**config.mk**
```make
export PLATFORM = sky130hd
export DESIGN_NAME = uart_rx_cfg
export DESIGN_NICKNAME = d
export VERILOG_FILES = /design/src/rtl/uart_pkg.sv /design/src/rtl/uart_baud_tick.sv /design/src/rtl/uart_rx_cfg.sv
export SDC_FILE = /design/constraint.sdc
export NUM_CORES = 1
export LEC_CHECK = 0
export BUFFER_PORTS_ARGS = -buffer_cell sky130_fd_sc_hd__buf_2
export CAP_MARGIN = 20
export CORE_AREA = 2 2 46 91
export DETAILED_ROUTE_END_ITERATION = 12
export DIE_AREA = 0 0 48 93
export PLACE_DENSITY = 0.69
export SLEW_MARGIN = 20
export SYNTH_ARGS = -nofsm -noshare
export SYNTH_HDL_FRONTEND = slang
export SYNTH_SLANG_ARGS = --single-unit
```
**constraint.sdc**
```tcl
create_clock -name clk -period 1.9 [get_ports clk]
set_input_delay 0 -clock clk [delete_from_list [all_inputs] [get_ports clk]]
set_output_delay 0 -clock clk [all_outputs]
set_load 0.03 [all_outputs]
```
**src/rtl/uart_pkg.sv**
```systemverilog
// Shared UART definitions: receiver FSM encoding, baud divisor helper and
// the legal ranges for the frame-format parameters.
package uart_pkg;

  typedef enum logic [2:0] {
    ST_IDLE   = 3'd0,
    ST_START  = 3'd1,
    ST_DATA   = 3'd2,
    ST_PARITY = 3'd3,
    ST_STOP   = 3'd4,
    ST_BREAK  = 3'd5
  } rx_state_t;

  localparam int DATA_BITS_MIN  = 5;
  localparam int DATA_BITS_MAX  = 9;
  localparam int STOP_BITS_MIN  = 1;
  localparam int STOP_BITS_MAX  = 2;
  localparam int OVERSAMPLE_MIN = 8;

  // Rounded clocks per oversample tick, never below one.
  function automatic int calc_div(input int clk_hz, input int baud, input int os);
    int den;
    int q;
    den = baud * os;
    q   = (clk_hz + den / 2) / den;
    return (q < 1) ? 1 : q;
  endfunction

endpackage

```
**src/rtl/uart_baud_tick.sv**
```systemverilog
// Oversample tick generator: one-cycle tick every DIV clocks, realigned by a
// synchronous restart so the first tick lands DIV clocks after it.
module uart_baud_tick #(
  parameter int DIV = 1
) (
  input  logic clk,
  input  logic rst,
  input  logic restart,
  output logic tick
);

  localparam int CW = (DIV > 1) ? $clog2(DIV) : 1;
  localparam logic [CW-1:0] LAST = CW'(DIV - 1);

  logic [CW-1:0] cnt;

  assign tick = (cnt == LAST);

  always_ff @(posedge clk or posedge rst) begin
    if (rst) begin
      cnt <= '0;
    end else if (restart || tick) begin
      cnt <= '0;
    end else begin
      cnt <= cnt + CW'(1);
    end
  end

endmodule

```
**src/rtl/uart_rx_cfg.sv**
```systemverilog
// Configurable UART receiver with one-entry ready/valid holding register.
// Define UART_RX_PARITY_EN to expect a parity bit between data and stop bits.
module uart_rx_cfg
  import uart_pkg::*;
#(
  parameter int CLOCK_FREQUENCY = 12000000,
  parameter int BAUD_RATE       = 9600,
  parameter int OVERSAMPLE      = 16,
  parameter int DATA_BITS       = 8,
  parameter int STOP_BITS       = 1,
  parameter int PARITY_ODD      = 0
) (
  input  logic                 clk,
  input  logic                 rst,
  input  logic                 rx,
  output logic [DATA_BITS-1:0] rx_data,
  output logic                 rx_valid,
  input  logic                 rx_ready,
  output logic                 frame_err,
  output logic                 parity_err,
  output logic                 overrun_err
);

  localparam int DIV = calc_div(CLOCK_FREQUENCY, BAUD_RATE, OVERSAMPLE);
  localparam int TW  = $clog2(OVERSAMPLE);
  localparam int BW  = $clog2(DATA_BITS);
  localparam logic [TW-1:0] HALF_LAST = TW'(OVERSAMPLE / 2 - 1);
  localparam logic [TW-1:0] FULL_LAST = TW'(OVERSAMPLE - 1);
  localparam logic [BW-1:0] DATA_LAST = BW'(DATA_BITS - 1);
  localparam logic          STOP_LAST = 1'(STOP_BITS - 1);

  if (DATA_BITS < DATA_BITS_MIN || DATA_BITS > DATA_BITS_MAX) begin : g_bad_data_bits
    $error("uart_rx_cfg: DATA_BITS must be 5..9");
  end
  if (STOP_BITS < STOP_BITS_MIN || STOP_BITS > STOP_BITS_MAX) begin : g_bad_stop_bits
    $error("uart_rx_cfg: STOP_BITS must be 1 or 2");
  end
  if (OVERSAMPLE < OVERSAMPLE_MIN || (OVERSAMPLE % 2) != 0) begin : g_bad_oversample
    $error("uart_rx_cfg: OVERSAMPLE must be even and >= 8");
  end
  if (PARITY_ODD != 0 && PARITY_ODD != 1) begin : g_bad_parity_odd
    $error("uart_rx_cfg: PARITY_ODD must be 0 or 1");
  end

  rx_state_t            state, state_next;
  logic                 sync_1, sync_2, line_q;
  logic                 line, fall;
  logic                 tick, restart, bit_end;
  logic [TW-1:0]        tick_cnt;
  logic [BW-1:0]        bit_idx;
  logic                 stop_idx, stop_bad;
  logic [DATA_BITS-1:0] shreg;
  logic                 frame_done, frame_bad, par_bad, word_ok;

  // Two synchroniser stages plus one delayed copy for falling-edge detection.
  always_ff @(posedge clk or posedge rst) begin
    if (rst) begin
      sync_1 <= 1'b1;
      sync_2 <= 1'b1;
      line_q <= 1'b1;
    end else begin
      sync_1 <= rx;
      sync_2 <= sync_1;
      line_q <= sync_2;
    end
  end

  assign line = sync_2;
  assign fall = line_q & ~sync_2;

  uart_baud_tick #(.DIV(DIV)) u_tick (
    .clk     (clk),
    .rst     (rst),
    .restart (restart),
    .tick    (tick)
  );

  always_ff @(posedge clk or posedge rst) begin
    if (rst) state <= ST_IDLE;
    else     state <= state_next;
  end

  always_comb begin
    state_next = state;
    restart    = 1'b0;
    frame_done = 1'b0;
    // Start bit is sampled at its midpoint; every later bit one full period on.
    bit_end    = tick && (tick_cnt == ((state == ST_START) ? HALF_LAST : FULL_LAST));
    case (state)
      ST_IDLE: begin
        if (fall) begin
          state_next = ST_START;
          restart    = 1'b1;
        end
      end
      ST_START: if (bit_end) state_next = line ? ST_IDLE : ST_DATA;
      ST_DATA: begin
        if (bit_end && bit_idx == DATA_LAST) begin
`ifdef UART_RX_PARITY_EN
          state_next = ST_PARITY;
`else
          state_next = ST_STOP;
`endif
        end
      end
`ifdef UART_RX_PARITY_EN
      ST_PARITY: if (bit_end) state_next = ST_STOP;
`else
      ST_PARITY: state_next = ST_IDLE;
`endif
      ST_STOP: begin
        if (bit_end && stop_idx == STOP_LAST) begin
          frame_done = 1'b1;
          state_next = frame_bad ? ST_BREAK : ST_IDLE;
        end
      end
      ST_BREAK: if (line) state_next = ST_IDLE;
      default:  state_next = ST_IDLE;
    endcase
  end

  assign frame_bad = stop_bad | ~line;
  assign word_ok   = frame_done & ~frame_bad & ~par_bad;

  always_ff @(posedge clk or posedge rst) begin
    if (rst) begin
      tick_cnt <= '0;
      bit_idx  <= '0;
      stop_idx <= 1'b0;
      stop_bad <= 1'b0;
      shreg    <= '0;
    end else begin
      if (state == ST_IDLE)   tick_cnt <= '0;
      else if (tick)          tick_cnt <= bit_end ? '0 : tick_cnt + TW'(1);
      if (state == ST_IDLE) begin
        stop_idx <= 1'b0;
        stop_bad <= 1'b0;
      end
      if (state == ST_START && bit_end) bit_idx <= '0;
      if (state == ST_DATA && bit_end) begin
        shreg   <= {line, shreg[DATA_BITS-1:1]};
        bit_idx <= bit_idx + BW'(1);
      end
      if (state == ST_STOP && bit_end) begin
        stop_idx <= stop_idx + 1'b1;
        stop_bad <= stop_bad | ~line;
      end
    end
  end

`ifdef UART_RX_PARITY_EN
  logic par_bit;

  assign par_bad = ((^shreg) ^ par_bit) != 1'(PARITY_ODD);

  always_ff @(posedge clk or posedge rst) begin
    if (rst) begin
      par_bit    <= 1'b0;
      parity_err <= 1'b0;
    end else begin
      if (state == ST_PARITY && bit_end) par_bit <= line;
      parity_err <= frame_done & ~frame_bad & par_bad;
    end
  end
`else
  assign par_bad    = 1'b0;
  assign parity_err = 1'b0;
`endif

  // Holding register: a completing word may replace one accepted this cycle.
  always_ff @(posedge clk or posedge rst) begin
    if (rst) begin
      rx_data     <= '0;
      rx_valid    <= 1'b0;
      frame_err   <= 1'b0;
      overrun_err <= 1'b0;
    end else begin
      frame_err   <= frame_done & frame_bad;
      overrun_err <= word_ok & rx_valid & ~rx_ready;
      if (word_ok && (!rx_valid || rx_ready)) begin
        rx_data  <= shreg;
        rx_valid <= 1'b1;
      end else if (rx_valid && rx_ready) begin
        rx_valid <= 1'b0;
      end
    end
  end

endmodule

```
==> results of run 1 <==
cell usage in the layout, fill, tap and decap left out, types with 4 or more instances in the layout:
cell	synthesis	layout
dfrtp_1	38	38
buf_4	1	20
nor2_1	15	14
mux2_4	1	14
buf_2	1	14
nand2_1	14	12
nand3_1	7	7
and3_1	5	5
clkbuf_8	0	5
xor2_1	4	4
metrics by stage:
stage / util (%) / setup TNS (ns) / hold WS, ns / instances
global placement: 58.2 / 0 / 0.107 / 245
CTS: 63.2 / -0.207 / 0.00372 / 255
global route: 65.2 / -0.625 / 0.0423 / 258
floorplan: - / -0.0287 / 0.00448 / 165
detailed placement: 58.2 / -0.123 / 0.107 / 245
finish: 65.2 / -0.00844 / 0.00932 / 258
worst max path at each step:
stage	end	slack, ns	depth (start not counted)
after floorplan	bit_idx[0]	-0.03	4
after global placement	bit_idx[0]	0.004	4
after detailed placement	bit_idx[0]	-0.07	4
after CTS	bit_idx[0]	-0.06	4
after global routing	rx_data[5]	-0.07	8
final	bit_idx[0]	-0.004	4
repair_timing:
action                                 CTS  global route
setup buffers                            0             3
resized for setup                        8            15
endpoints found under the hold margin   39             0
pin swaps                                3             3
hold buffers                             2             0
setup endpoints to repair               11            26
report_power, final:
group	internal, W	total (W)	switching [W]	leakage (nW)
Combinational	0.000188	0.000374	0.000186	0.604
Clock	0.000529	0.000834	0.000306	0.0687
Sequential	0.000962	0.00104	0.0000783	0.542
Total	0.00168	0.00225	0.000571	1.22
per-layer routing:
layer / part of all wire [%] / wire [µm] / track usage (%)
met1: 36 / 1550 / 26.7
met2: 58 / 2450 / 38.3
met3: 2.3 / 97 / 4.25
met4: 3.8 / 160 / 8.56
met5: 0 / 0 / 0
sequential cells by signal, summed over array words and instances (netlist names):
| signal | count |
|---|---|
| stop_bad | 1 |
| rx_data | 8 |
| bit_idx | 3 |
| tick_cnt | 4 |
| line_q | 1 |
| u_tick.cnt | 7 |
| sync_1 | 1 |
| rx_valid | 1 |
| state | 3 |
| overrun_err | 1 |
| shreg | 8 |
| line | 1 |
| stop_idx | 1 |
| frame_err | 1 |
critical path, stage by stage, from the launching register on:
cell,delay [ns]
dfrtp_1,0.43
nor3b_4,0.23
mux2_4,0.37
or4_4,0.44
a221o_1,0.32
kinds of logic (layout without fill, tap and decap cells):
group,count (synthesis),in the layout,synth area share [%]
compound gates,21,21,8.30
xor+xnor,6,6,2.75
fa+ha+maj,5,5,3.27
buf+inv,8,50,1.83
flops,41,41,53.8
mux,18,18,10.7
other cells,1,1,0.196
simple gates,65,65,19.2
cell type report:
cell class	count	area (µm²)	share of cell area [%]
clock inverters	3	68.8	2.77
repair buffers	39	292	11.7
multi-input cells	116	947	38.2
flip-flops and latches	41	1030	41.5
well taps	51	63.8	2.57
clock buffers	5	68.8	2.77
inverters	3	11.3	0.454
==> flow_summary.yaml, run 1 <==
logic_synthesis:
  synth_enable_flop_cells: 0
  main_area_contributors_after_synthesis: "dfrtp_1 50%, mux2_2 9.4%, dfstp_2 4.1%"
  synthesized_netlist_net_count: 174
  yosysWarningCount: 0
  yosysUniqueCellTypes: 47
  synth.yosys.seq_area_share_pct: 53.8
  asyncSetResetFlopFracSynth_pct: 100
  postSynthAreaPerCell_um2: 11.6
  synth_common_cells: "38 x dfrtp_1, 16 x mux2_2, 15 x nor2_1"
  dominantRegCellSynth: "dfrtp_1"
  synth_area_leader_cell: "dfrtp_1"
  yosysTopAreaCellShare_pct: 49.7
  synth_most_common_cell: "dfrtp_1"
  ys_ff_latch: 41
  synthesis.area_um2: 1910
  netlist_instances: 165
floorplanning:
  die-width_um: 48
  die_y_um: 93
  rows: 32
  fp.dieArea_um2: 4460
  core_area_um2: 3800
  design.portCount: 16
  starting_density_pct: 50.3
timing:
  final_critical_path_share_of_the_clock_period_pct: 100
  final_period_minus_worst_setup_slack_ns: 1.90
  rsz0062_at_grt: "yes"
  timing.final.setup_violations: 2
  worst_clock_skew_ns: 0.0117
  hold_viol_final: 0
  setup_slack_ns: -0.00448
  achievable-frequency_ghz: 0.525
  timing_max_transition_violations_final: 0
placed_design:
  place.port_buffers: 14
  hpwl_mm: 2.96
  postPlaceCellArea_um2: 2210
  post-place-ws_ns: -0.0689
  globalplace.congestion: 0.915
global_routing:
  grtUsageTotal_pct: 22.6
  pin_count_of_the_biggest_net_entering_global_routing: 42
  grt-ovfl-total: 0
  initial_antenna_violation_count: 0
  grt_pass1_wl_mm: 7.24
  vias_in_the_first_global_route: 1543
worst_setup_path:
  crit_path_arrival_time_ns: 2.09
  reg2reg_to: "bit_idx[0]"
  worst_setup_path_startpoint: "state[1]"
  cell_depth_of_the_worst_flop_to_flop_path: 4
  timing.reg2reg.setup_slack_ns: -0.004
  startpoint_type: "flop"
  worst-setup-path-type: "reg2reg"
  setup.worst_path.end_class: "flop"
  crit_path_max_fanout: 4
  rr_startpoint: "state[1]"
  required_time_of_the_worst_setup_path_ns: 2.09
power_and_ir_drop:
  p_total_w: 0.00225
  ir_drop_uv: 874
  p_per_area_nw_per_um2: 906
  cellLeakagePower_nw: 1.22
route:
  wire_per_inst_um: 16.5
  drt_iter0_drc: 36
  drt_wl_total_mm: 4.27
  via_density: 5.62
  firstDrtPassIters: 4
  routed-via-count: 1449
  drtAntennaViolNets: 0
  remaining_drc_errors: 0
clock_tree:
  clock-sinks: 41
  max-clock-path-buffers: 2
  clkLatencyLatePin_ns: 0.30
  clockRootBuffer: "clkbuf_8"
  clk_pin_slew_worst_paths_ns: 0.09
  numCtsBuffers: 5
  tritoncts_clock_tree: "yes"
  htree_num_levels: 2
hold_path:
  whs_path_depth: 3
  min_from: "rx_ready"
  hold_path_class: "in2reg"
  hold-path-endpoint: "overrun_err"
finish:
  design_area_um2: 2480
  layout.filler_cells: 293
  num-nets-final: 215
  drive_above_1_share_pct: 38.2
  area_growth_pct: 29.6
  insertedDiodeCount: 0
job:
  max_cap_viol_count: 0
run_status:
  violations: "negative setup slack"
  run_status: "finished, violations left"
(Power assumes the default switching activity.)
==> inputs of run 2 (changes only) <==
- GPL_TIMING_DRIVEN: unset -> 0
- RECOVER_POWER: unset -> 50
==> run 2 against run 1 <==
Net effect:
- hold slack improved by 0.037 ns
- sequential power barely moved
- clock power fell by 29%
- the run still ends with negative setup slack left
- final cell count rose by 0.78%
- sequential share of layout area rose by 0.13 points
- non-clock buffer count rose by 2
- global-route usage fell by 0.14 points
- critical path type unchanged
- total power fell by 10%
- design area barely moved
- flip-flop and latch count did not move
- via count rose by 1.1%
==> flow_summary.yaml, run 2 (synthesized netlist as in run 1, its figures left out) <==
global_routing:
  vias_in_the_first_global_route: 1568
  initial_antenna_violation_count: 0
  grt_pass1_wl_mm: 7.11
  grtUsageTotal_pct: 22.5
  grt-ovfl-total: 0
  pin_count_of_the_biggest_net_entering_global_routing: 29
floorplanning:
  design.portCount: 16
  rows: 32
  die_y_um: 93
  core_area_um2: 3800
  fp.dieArea_um2: 4460
  starting_density_pct: 50.3
  die-width_um: 48
worst_setup_path:
  required_time_of_the_worst_setup_path_ns: 2.08
  timing.reg2reg.setup_slack_ns: -0.05
  crit_path_max_fanout: 6
  setup.worst_path.end_class: "flop"
  worst-setup-path-type: "reg2reg"
  reg2reg_to: "bit_idx[0]"
  crit_path_arrival_time_ns: 2.13
  startpoint_type: "flop"
  rr_startpoint: "state[1]"
  cp-endpoint: "bit_idx[0]"
  cell_depth_of_the_worst_flop_to_flop_path: 4
  worst_setup_path_startpoint: "state[1]"
finish:
  area_growth_pct: 29.7
  layout_common_cells: "35 x dfrtp_1, 17 x mux2_4, 16 x buf_4"
  finalNonFillerCells: 260
  insertedDiodeCount: 0
  drive_above_1_share_pct: 37.8
  num-nets-final: 217
  mostFrequentLayoutCell: "dfrtp_1"
  top_regs: "rx_data (8), shreg (8), u_tick.cnt (7)"
  layout.filler_cells: 306
  design_area_um2: 2480
power_and_ir_drop:
  power.sequential.fraction_pct: 52.2
  ir_drop_uv: 846
  p_sw_share_pct: 28.9
  cell_internal_power_w: 0.00144
  clockPowerShare_pct: 29.4
  p_sw_w: 0.000583
  p_per_area_nw_per_um2: 814
  cellLeakagePower_nw: 1.21
  combinationalPowerShare_pct: 18.4
timing:
  hold_viol_final: 0
  rsz0062_at_grt: "yes"
  worst_clock_skew_ns: 0.00723
  tightest_slew_ns: 0.698
  final_period_minus_worst_setup_slack_ns: 1.95
  achievable-frequency_ghz: 0.514
  fin_hold_ws_ns: 0.0464
  setup_slack_ns: -0.0467
  timing_max_transition_violations_final: 0
  final_critical_path_share_of_the_clock_period_pct: 102
  relSlewSlack_pct: 53.4
  timing.final.setup_violations: 19
route:
  drt_wl_total_mm: 4.51
  drt_iter0_drc: 49
  drtAntennaViolNets: 0
  firstDrtPassIters: 4
  via_density: 5.63
  routed-via-count: 1465
  wire_per_inst_um: 17.4
  remaining_drc_errors: 0
placed_design:
  hpwl_mm: 2.81
  globalplace.congestion: 0.860
  postPlaceCellArea_um2: 2080
  place.port_buffers: 14
  dp_cell_count: 231
clock_tree:
  clk_pin_slew_worst_paths_ns: 0.08
  clock-sinks: 41
  max-clock-path-buffers: 2
  clkLatencyLatePin_ns: 0.29
  numCtsBuffers: 5
  htree_num_levels: 2
  tritoncts_clock_tree: "yes"
  clockRootBuffer: "clkbuf_8"
job:
  max_cap_viol_count: 0
run_status:
  violations: "negative setup slack"
  run_status: "finished, violations left"
hold_path:
  hold_path_class: "in2reg"
==> run 2: cell count changes in the layout (fill, tap and decap cells not counted), moves of 2 or more <==
cell,previous run,this run
mux2_2,3,0
mux2_4,14,17
nand3_1,7,5
nand3_2,0,2
dfrtp_2,0,3
clkbuf_1,0,4
dfrtp_1,38,35
buf_4,20,16
nand2_2,2,0
bufinv_16,2,0
buf_6,1,3
==> run 2: worst min path at each step <==
stage,from,endpoint,cells past startpoint
2_1_floorplan,rx,sync_1,0
3_3_place_gp,rx,sync_1,1
3_5_place_dp,rst,rx_data[5],2
4_1_cts,rx_ready,overrun_err,3
5_1_grt,rx_ready,overrun_err,3
6_report,rx_ready,overrun_err,3
==> run 2: layer usage <==
metal	global-route usage, %	up-vias	share of wire, %	wire length, µm
li1	-	680	-	-
met3	5.98	17	3.4	152
met5	0	-	0	0
met2	35.9	47	54	2420
met4	13.3	0	4.3	192
met1	25.1	721	39	1740
==> run 2: critical path: stages, from the launching register on <==
cell	delay, ns
dfrtp_2	0.45
nor3b_4	0.21
mux2_4	0.38
or4_4	0.46
a221o_1	0.33
==> run 2: layout make-up <==
cell class	count	area [µm²]	area share, %
Inverter	3	11.3	0.454
Sequential cell	41	1030	41.6
Multi-Input combinational cell	116	995	40.1
Clock buffer	7	86.3	3.48
Clock inverter	1	7.51	0.302
Timing Repair Buffer	36	262	10.5
Buffer	5	23.8	0.958
Tap cell	51	63.8	2.57
==> run 2: timing repair <==
item	in CTS	in global routing
hold endpoints to repair	39	0
pin swaps	5	6
setup buffers	14	5
endpoints found under the setup margin	20	32
gates resized for setup	7	27
hold buffers	2	0
==> run 2: power groups by stage <==
stage | Clock, W | Combinational [W] | Sequential (W)
CTS | 0.000606 | 0.000336 | 0.00105
floorplan | 0 | 0.000235 | 0.00105
global placement | 0 | 0.000268 | 0.00106
global route | 0.000645 | 0.000421 | 0.00107
finish | 0.000593 | 0.000371 | 0.00106
detailed placement | 0 | 0.000296 | 0.00107
==> run 2: metrics by stage <==
step	power (W)	TNS (ns)	util [%]	worst slack (ns)
after CTS	0.00199	-0.348	61.4	-0.0473
after detailed placement	0.00136	-3.72	54.8	-0.216
after global placement	0.00133	-2.47	54.2	-0.151
after global routing	0.00214	-1.37	65.3	-0.107
final	0.00202	-0.429	65.3	-0.0467
after floorplan	0.00128	-0.0287	-	-0.0287
